File: config.mk
export PLATFORM = sky130hd
export DESIGN_NAME = disp_scan4_flat
export DESIGN_NICKNAME = d
export VERILOG_FILES = /design/src/rtl/disp_scan4_if.sv /design/src/rtl/disp_scan4.sv /design/src/flat_wrapper.sv
export SDC_FILE = /design/constraint.sdc
export NUM_CORES = 1
export LEC_CHECK = 0
export ABC_AREA = 1
export BUFFER_PORTS_ARGS = -buffer_cell sky130_fd_sc_hd__buf_4
export CELL_PAD_IN_SITES_DETAIL_PLACEMENT = 1
export CELL_PAD_IN_SITES_GLOBAL_PLACEMENT = 1
export CORE_ASPECT_RATIO = 0.8
export CORE_MARGIN = 3
export CORE_UTILIZATION = 40
export CTS_CLUSTER_SIZE = 14
export DETAILED_ROUTE_END_ITERATION = 16
export GPL_TIMING_DRIVEN = 0
export PLACE_DENSITY_LB_ADDON = 0.08
export SLEW_MARGIN = 30
export SYNTH_ARGS = -nofsm -noshare
export SYNTH_HDL_FRONTEND = slang
export SYNTH_SLANG_ARGS = --single-unit
File: constraint.sdc
create_clock -name clk -period 1.6 [get_ports clk]
set_clock_uncertainty 0.15 [all_clocks]
set_input_delay 0.32 -clock clk [delete_from_list [all_inputs] [get_ports clk]]
set_output_delay 0.32 -clock clk [all_outputs]
set_load 0.01 [all_outputs]
File: src/rtl/disp_scan4_if.sv
// Bus between a display-value source and the 4-digit scan controller.
// The source (master) supplies the packed-BCD value, its load strobe and
// the whole-display blank request; the scanner (slave) returns the
// registered decoder-facing outputs and the frame-wrap pulse.
interface disp_scan4_if;
  logic        load;
  logic [15:0] value;
  logic        blank_all;
  logic [3:0]  code;
  logic        BL_L;
  logic [3:0]  dig_sel;
  logic        frame_done;

  modport master (
    output load,
    output value,
    output blank_all,
    input  code,
    input  BL_L,
    input  dig_sel,
    input  frame_done
  );

  modport slave (
    input  load,
    input  value,
    input  blank_all,
    output code,
    output BL_L,
    output dig_sel,
    output frame_done
  );
endinterface

File: src/rtl/disp_scan4.sv
// Time-multiplexed scan controller for a 4-digit 7-segment display.
// Holds a shadow copy of the packed-BCD value, steps a one-hot digit
// select every SCAN_DIV clocks, and feeds the downstream BCD decoder the
// selected nibble plus an active-low blank (leading-zero and whole-display
// blanking). All outputs come straight from flops.
module disp_scan4 #(
  parameter int unsigned SCAN_DIV = 50000,
  parameter bit          LZ_BLANK = 1'b1
) (
  input  logic          clk,
  input  logic          rst,
  disp_scan4_if.slave   bus
);

  // A one-cycle slot still needs a 1-bit counter that simply stays at 0.
  localparam int unsigned CNT_W = (SCAN_DIV > 1) ? $clog2(SCAN_DIV) : 1;
  localparam logic [CNT_W-1:0] CNT_MAX = CNT_W'(SCAN_DIV - 1);

  logic [15:0]      shadow;
  logic [CNT_W-1:0] cnt;
  logic [1:0]       idx;

  logic [3:0]       code_q;
  logic             bl_l_q;
  logic [3:0]       dig_sel_q;
  logic             frame_done_q;

  logic             tick;
  logic [CNT_W-1:0] cnt_next;
  logic [1:0]       idx_next;
  logic [3:0]       dig_sel_next;
  logic [3:0]       code_next;
  logic             bl_l_next;
  logic             frame_done_next;

  // Nibble i of the packed-BCD word; digit 0 is the least significant.
  function automatic logic [3:0] nibble_of(input logic [15:0] word,
                                           input logic [1:0]  sel);
    logic [3:0] n;
    case (sel)
      2'd0:    n = word[3:0];
      2'd1:    n = word[7:4];
      2'd2:    n = word[11:8];
      default: n = word[15:12];
    endcase
    return n;
  endfunction

  // One-hot, active-high digit enable for a digit index.
  function automatic logic [3:0] onehot_of(input logic [1:0] sel);
    logic [3:0] oh;
    case (sel)
      2'd0:    oh = 4'b0001;
      2'd1:    oh = 4'b0010;
      2'd2:    oh = 4'b0100;
      default: oh = 4'b1000;
    endcase
    return oh;
  endfunction

  // Leading-zero test: digit i>0 is shown only if it or some higher
  // nibble is non-zero. Codes above 9 are non-zero and pass through so the
  // decoder can deal with them. Digit 0 is always shown.
  function automatic logic lz_show(input logic [15:0] word,
                                   input logic [1:0]  sel);
    logic show;
    case (sel)
      2'd0:    show = 1'b1;
      2'd1:    show = |word[15:4];
      2'd2:    show = |word[15:8];
      default: show = |word[15:12];
    endcase
    return show;
  endfunction

  // Prescaler, digit advance and blank computation for the coming edge.
  // Code uses the shadow as it stands before any load on the same edge, so
  // a freshly loaded nibble waits for the next visit to its digit.
  always_comb begin
    tick            = (cnt == CNT_MAX);
    cnt_next        = cnt + 1'b1;
    idx_next        = idx;
    dig_sel_next    = dig_sel_q;
    code_next       = code_q;
    bl_l_next       = 1'b0;
    frame_done_next = 1'b0;

    if (tick) begin
      cnt_next        = '0;
      idx_next        = idx + 2'd1;
      dig_sel_next    = onehot_of(idx + 2'd1);
      code_next       = nibble_of(shadow, idx + 2'd1);
      frame_done_next = (idx == 2'd3);
    end

    if (LZ_BLANK) begin
      bl_l_next = !bus.blank_all && lz_show(shadow, idx_next);
    end else begin
      bl_l_next = !bus.blank_all;
    end
  end

  // State and output registers; reset wins over load and blank requests.
  always_ff @(posedge clk) begin
    if (rst) begin
      shadow       <= '0;
      cnt          <= '0;
      idx          <= 2'd0;
      code_q       <= 4'h0;
      bl_l_q       <= 1'b0;
      dig_sel_q    <= 4'b0001;
      frame_done_q <= 1'b0;
    end else begin
      if (bus.load) begin
        shadow <= bus.value;
      end
      cnt          <= cnt_next;
      idx          <= idx_next;
      code_q       <= code_next;
      bl_l_q       <= bl_l_next;
      dig_sel_q    <= dig_sel_next;
      frame_done_q <= frame_done_next;
    end
  end

  assign bus.code       = code_q;
  assign bus.BL_L       = bl_l_q;
  assign bus.dig_sel    = dig_sel_q;
  assign bus.frame_done = frame_done_q;

endmodule

File: src/flat_wrapper.sv
// flat-port wrapper written by rule: the top's interface ports become plain ports
module disp_scan4_flat 
#(
  parameter int unsigned SCAN_DIV = 50000,
  parameter bit          LZ_BLANK = 1'b1
)
  (clk, rst, bus_load, bus_value, bus_blank_all, bus_code, bus_BL_L, bus_dig_sel, bus_frame_done);
  disp_scan4_if bus_i ();
  input  logic clk;
  input  logic rst;
  input wire logic [$bits(bus_i.load)-1:0] bus_load;
  input wire logic [$bits(bus_i.value)-1:0] bus_value;
  input wire logic [$bits(bus_i.blank_all)-1:0] bus_blank_all;
  output wire logic [$bits(bus_i.code)-1:0] bus_code;
  output wire logic [$bits(bus_i.BL_L)-1:0] bus_BL_L;
  output wire logic [$bits(bus_i.dig_sel)-1:0] bus_dig_sel;
  output wire logic [$bits(bus_i.frame_done)-1:0] bus_frame_done;
  assign bus_i.load = bus_load;
  assign bus_i.value = bus_value;
  assign bus_i.blank_all = bus_blank_all;
  assign bus_code = bus_i.code;
  assign bus_BL_L = bus_i.BL_L;
  assign bus_dig_sel = bus_i.dig_sel;
  assign bus_frame_done = bus_i.frame_done;
  disp_scan4 #(.SCAN_DIV(SCAN_DIV), .LZ_BLANK(LZ_BLANK)) u_core (.clk(clk), .rst(rst), .bus(bus_i));
endmodule
======== Word level (Yosys, flattened, before mapping) ========
Cells that the tools add are included.
word-level totals
  register bits after elaboration ......... 44
  latch bits .............................. 0
  bits in writable memories ............... 0
  memory bits (read-only) ................. 0
  bits of input ports ..................... 20
  output and inout port bits .............. 10
  word-level logic and storage cells ...... 29
  memories ................................ 0
cells by class
  add/sub/neg operators ................... 2
  multipliers ............................. 0
  divide/modulo/power cells ............... 0
  $lt $le $gt $ge ......................... 0
  eq/ne operators ......................... 6
  shift-type cells ........................ 0
  multiplexer cells ....................... 4
  bitwise operators ....................... 1
  reductions and logical operators ........ 9
operator list
  cell                                                              count
  4-bit one-hot mux with 3 select lines                             2
  16-bit by 1-bit adder with 16-bit output (second input constant)  1
  16-bit == test (second input constant)                            1
  12-bit OR reduction                                               1
  8-bit OR reduction                                                1
  2-bit == test (second input constant)                             3
  2-bit by 1-bit == test with 1-bit output (second input constant)  2
  2-bit zero test                                                   2
  2-bit OR reduction                                                2
  4-bit OR reduction                                                1
  1-bit one-hot mux with 3 select lines                             1
  2-bit by 1-bit adder with 2-bit output (second input constant)    1
  2-bit 2-to-1 mux                                                  1
  1-bit logical AND                                                 1
  1-bit zero test                                                   1
  1-bit NOT                                                         1

======== Logic depth before layout (Yosys ltp) ========
  word-level depth ........................ 5
  mapped depth ............................ 10
  mapped depth without buffers ............ 10

======== Worst setup path before layout ========
Ideal clock, no wire load.
  path type ............................... register to register
  start ................................... register u_core.cnt[0]
  end ..................................... register u_core.cnt[14]
  arrival ................................. 1225 ps
  required time ........................... 1334 ps
  slack ................................... 109 ps
  cell stages (with the launch flop) ...... 11
  buffers on the path ..................... 0
  clock period less this slack ............ 1491 ps
  path through ............................ dfxtp_1 -> ha_1 -> nand2_1 -> nor2_2 -> nand2_1 -> inv_2 -> nand3_1 -> nor2_2 -> nand2_1 -> nand2_1 -> a21oi_1
on the way
  word-level cells in the longest chain between the ends .. 2
RTL lines
  item                                                                              line               source
  start, declared                                                                   disp_scan4.sv:20   logic [CNT_W-1:0] cnt;
  start signal, assigned                                                            disp_scan4.sv:117  cnt <= cnt_next;
  branches (longest 2 deep; another with 16-bit by 1-bit adder with 16-bit output)  -
Parallel ways; which one is timed is not known.
A chain may end at the register's enable or synchronous reset.

======== Worst setup path after layout ========
  start ................................... register u_core.cnt[0]
  end ..................................... register u_core.code_q[3], in the netlist u_core.bus.code[3]
on the way
  word-level cells in the longest chain between the ends .. 1
RTL lines
  item                  line               source
  16-bit == test        disp_scan4.sv:80   tick = (cnt == CNT_MAX);
  end signal, assigned  disp_scan4.sv:119  code_q <= code_next;
  end, declared         disp_scan4.sv:23   logic [3:0] code_q;
No other way between the ends.

==> qor.yml <==
run_status:
  status: "complete, no violations"
place:
  place_congestion: 0.8436
  place_ws_ns: -0.2524
  placed_cells: 365
  dp_hpwl_microns: 4106
  io_buffers: 29
  place_area_sq_um: 2352
clock_tree:
  clock_latency_ns: 0.29
  cts_htree_levels: 2
  cts-buffers-inserted: 5
  cts_tree: "done"
  cts_root_buf: "clkbuf_8"
  clock-sinks: 44
  cts_buffer_depth: 2
  path_clk_slew_ns: 0.09
sta:
  setup_ws_ns: 0.05055
  worst_pin_slew_ns: 0.4762
  max_freq_mhz: 645.4
  rsz0062_at_grt: "true"
  period_needed_ns: 1.549
  final-max-slew-violation-count: 0
  period_share: 0.9684
  setup_viol: 0
  hold_viol_final: 0
  worst_slew_margin_rel: 0.6825
worst_setup_path:
  r2r_start: "u_core.cnt[0]$_SDFF_PP0_"
  rr_worst_depth: 8
  crit_chain: "ha_4 > nand3_4 > nor2_4 > nand2_4 > buf_6 > buf_4 > nand3_1 > nand2_1"
  cp_max_fo: 8
  path_class: "flip-flop to flip-flop"
  critPathRequiredTime_ns: 1.64
  r2r_end: "u_core.bus.code[3]$_SDFFE_PP0N_"
  slowest_stage: "dfxtp_4"
  arrival_ns: 1.59
  crit_path_end_kind: "flip-flop"
  startpoint_type: "flip-flop"
  slowest_delay_ns: 0.38
  r2r_slack_ns: 0.05
yosys:
  syn_nets: 304
  synth.top_cell.area_share: 0.4277
  synth-xor-area-share: 0.01276
  synth_area_sq_um: 2059
  synth.area.mux_share: 0
  yosysTopAreaCell: "dfxtp_1"
  yosysWarnings: 0
  synth_seq_cells: 44
  synth_compound_area_frac: 0.1191
  syn_inst: 276
  yosys.area_share.adder: 0.04860
  synth-simple-area-share: 0.3183
  synth_edf_count: 0
  yosysUniqueCellTypes: 32
  ys_top_cells_by_area: "dfxtp_1 43%, nand2_1 8.2%, nor2_1 7.5%"
  synth_flop_cell: "dfxtp_1"
  synth_top_family_by_area: "simple AND/OR/NAND/NOR gates"
  syn_avg_cell_area_sq_um: 7.462
  ys_async_sr_fraction: 0
  seq_area_frac_synth: 0.4277
drt:
  drt-pass1-iter-count: 4
  dr_wl_met3_microns: 270
  wl_microns: 5484
  ant_nets: 0
  met1Wirelength_microns: 2839
  highest_layer: "met4"
  viasPerCell: 5.120
  drt-initial-drc-count: 68
  drc_errors: 0
  dr_wl_met2_microns: 2336
  wire_per_inst_microns: 14.59
  via_count: 1925
finish:
  fin_cells: 376
  layout-drive-gt1-share: 0.2975
  synthToLayoutAreaGrowth_pct: 26.73
  diodes: 0
  nets: 343
  fin_area_sq_um: 2610
  fill_cells: 604
  final_common_cell: "nand2_1"
  final_cell_mix: "40 x nand2_1, 39 x nor2_1, 32 x buf_4, 30 x dfxtp_1, 21 x inv_1"
floorplan:
  core_sq_um: 4762
  die_y_microns: 70.18
  initial_utilization: 0.4325
  ios: 30
  rows: 22
  die_area_sq_um: 6051
  die_w_microns: 86.23
worst_hold_path:
  hold_path.class: "input port to flip-flop"
  hold_start: "rst"
  whs_path_depth: 2
  hold_path_end: "u_core.idx[0]$_SDFF_PP0_"
power:
  leakage_uw: 0.001132
  max-vdd-ir-drop_mv: 0.4977
  p_clk_frac: 0.357
  swShare: 0.2468
  combPwrFrac: 0.081
  internal_power_uw: 1544
  power_frac_seq: 0.561
  power_density_nw_per_um2: 785.2
  p_sw_uw: 505.8
global_route:
  grt_usage: 0.1825
  grt_overflow: 0
  grt_max_degree: 14
  grt_antenna_before_repair: 0
  grt_pass1_wl_microns: 8776
  grt_pass1_vias: 1832
job:
  drv_cap: 0
[power groups by stage]
| stage | Combinational [uW] | Clock (uW) | Sequential [uW] |
|---|---|---|---|
| 2_1_floorplan | 86.1 | 0 | 1170 |
| 3_3_place_gp | 152 | 0 | 1180 |
| 3_5_place_dp | 157 | 0 | 1180 |
| 4_1_cts | 163 | 750 | 1160 |
| 5_1_grt | 190 | 816 | 1150 |
| 6_report | 166 | 732 | 1150 |
[per-stage QoR]
stage	total power, uW	hold WS, ns	utilization	setup TNS [ns]
after floorplan	1258	0.2391	-	0
after global placement	1330	0.2924	0.4940	-2.595
after detailed placement	1337	0.3062	0.4940	-3.118
after CTS	2071	0.08598	0.5294	0
after global routing	2160	0.07879	0.5481	-0.1681
final	2049	0.08786	0.5481	0
[registers in the layout, indices dropped and copies added, names as in the netlist]
name	count
u_core.shadow	16
u_core.cnt	16
u_core.bus.frame_done	1
u_core.idx	2
u_core.bus.code	4
u_core.bus.dig_sel	4
u_core.bus.BL_L	1
[cell families after synthesis]
logic type	Yosys count
AND/OR/NAND/NOR	139
AO/OA/AOI/OAI	45
flip-flops	44
buffers and inverters	37
adder cells (fa/ha/maj)	8
XOR/XNOR	3
[cell usage after synthesis, types with 2 or more instances]
library cell	n
inv_1	24
ha_1	8
clkbuf_1	6
nand4_1	2
o2111ai_1	2
nor2_4	3
xor2_1	3
o22ai_1	2
nand3_2	2
nor2_1	41
nor3b_1	2
inv_2	3
nand2_1	45
nor2_2	4
nand3_1	23
or2_2	2
nor3_1	7
o21bai_1	2
nand2_2	4
dfxtp_1	44
o21ai_0	19
a21oi_1	18
[worst max-delay path by stage]
stage                             startpoint                            endpoint  slack, ns
finish              u_core.cnt[0]$_SDFF_PP0_     u_core.bus.code[3]$_SDFFE_PP0N_       0.05
global route        u_core.cnt[0]$_SDFF_PP0_           u_core.cnt[14]$_SDFF_PP0_      -0.04
CTS                 u_core.cnt[8]$_SDFF_PP0_  u_core.bus.dig_sel[0]$_SDFFE_PP1N_      0.004
detailed placement  u_core.cnt[0]$_SDFF_PP0_           u_core.cnt[10]$_SDFF_PP0_      -0.25
global placement    u_core.cnt[0]$_SDFF_PP0_           u_core.cnt[11]$_SDFF_PP0_      -0.22
floorplan           u_core.cnt[0]$_SDFF_PP0_           u_core.cnt[14]$_SDFF_PP0_       0.11
[timing repair]
item / 4_1_cts / 5_1_grt
pin swaps: 3 / 3
setup endpoints to repair: 21 / 21
setup buffers: 2 / 1
hold buffers: 0 / 0
resized for setup: 16 / 33
[final cells by class]
cell class              count  area (sq um)  area share
multi-input cells         195          1134      0.4343
flip-flops and latches     44         913.4      0.3500
repair buffers             32         240.2     0.09204
inverters                  29         110.1     0.04219
clock buffers               6         82.58     0.03164
well taps                  60         75.07     0.02876
plain buffers               8         45.04     0.01726
clock inverters             2         10.01    0.003835
[worst max-delay path, delay by kind of cell (launching register included)]
| family | cells | cell delay, ns |
|---|---|---|
| flops | 1 | 0.38 |
| buf+inv | 2 | 0.30 |
| simple gates | 5 | 0.46 |
| fa+ha+maj | 1 | 0.16 |
[routing by layer]
metal  vias up  track usage
met5         -            0
met4         0      0.04152
met3         5      0.04481
met2        39       0.2455
met1       910       0.2861
li1        971            -
Power figures use the tool's default switching activity.
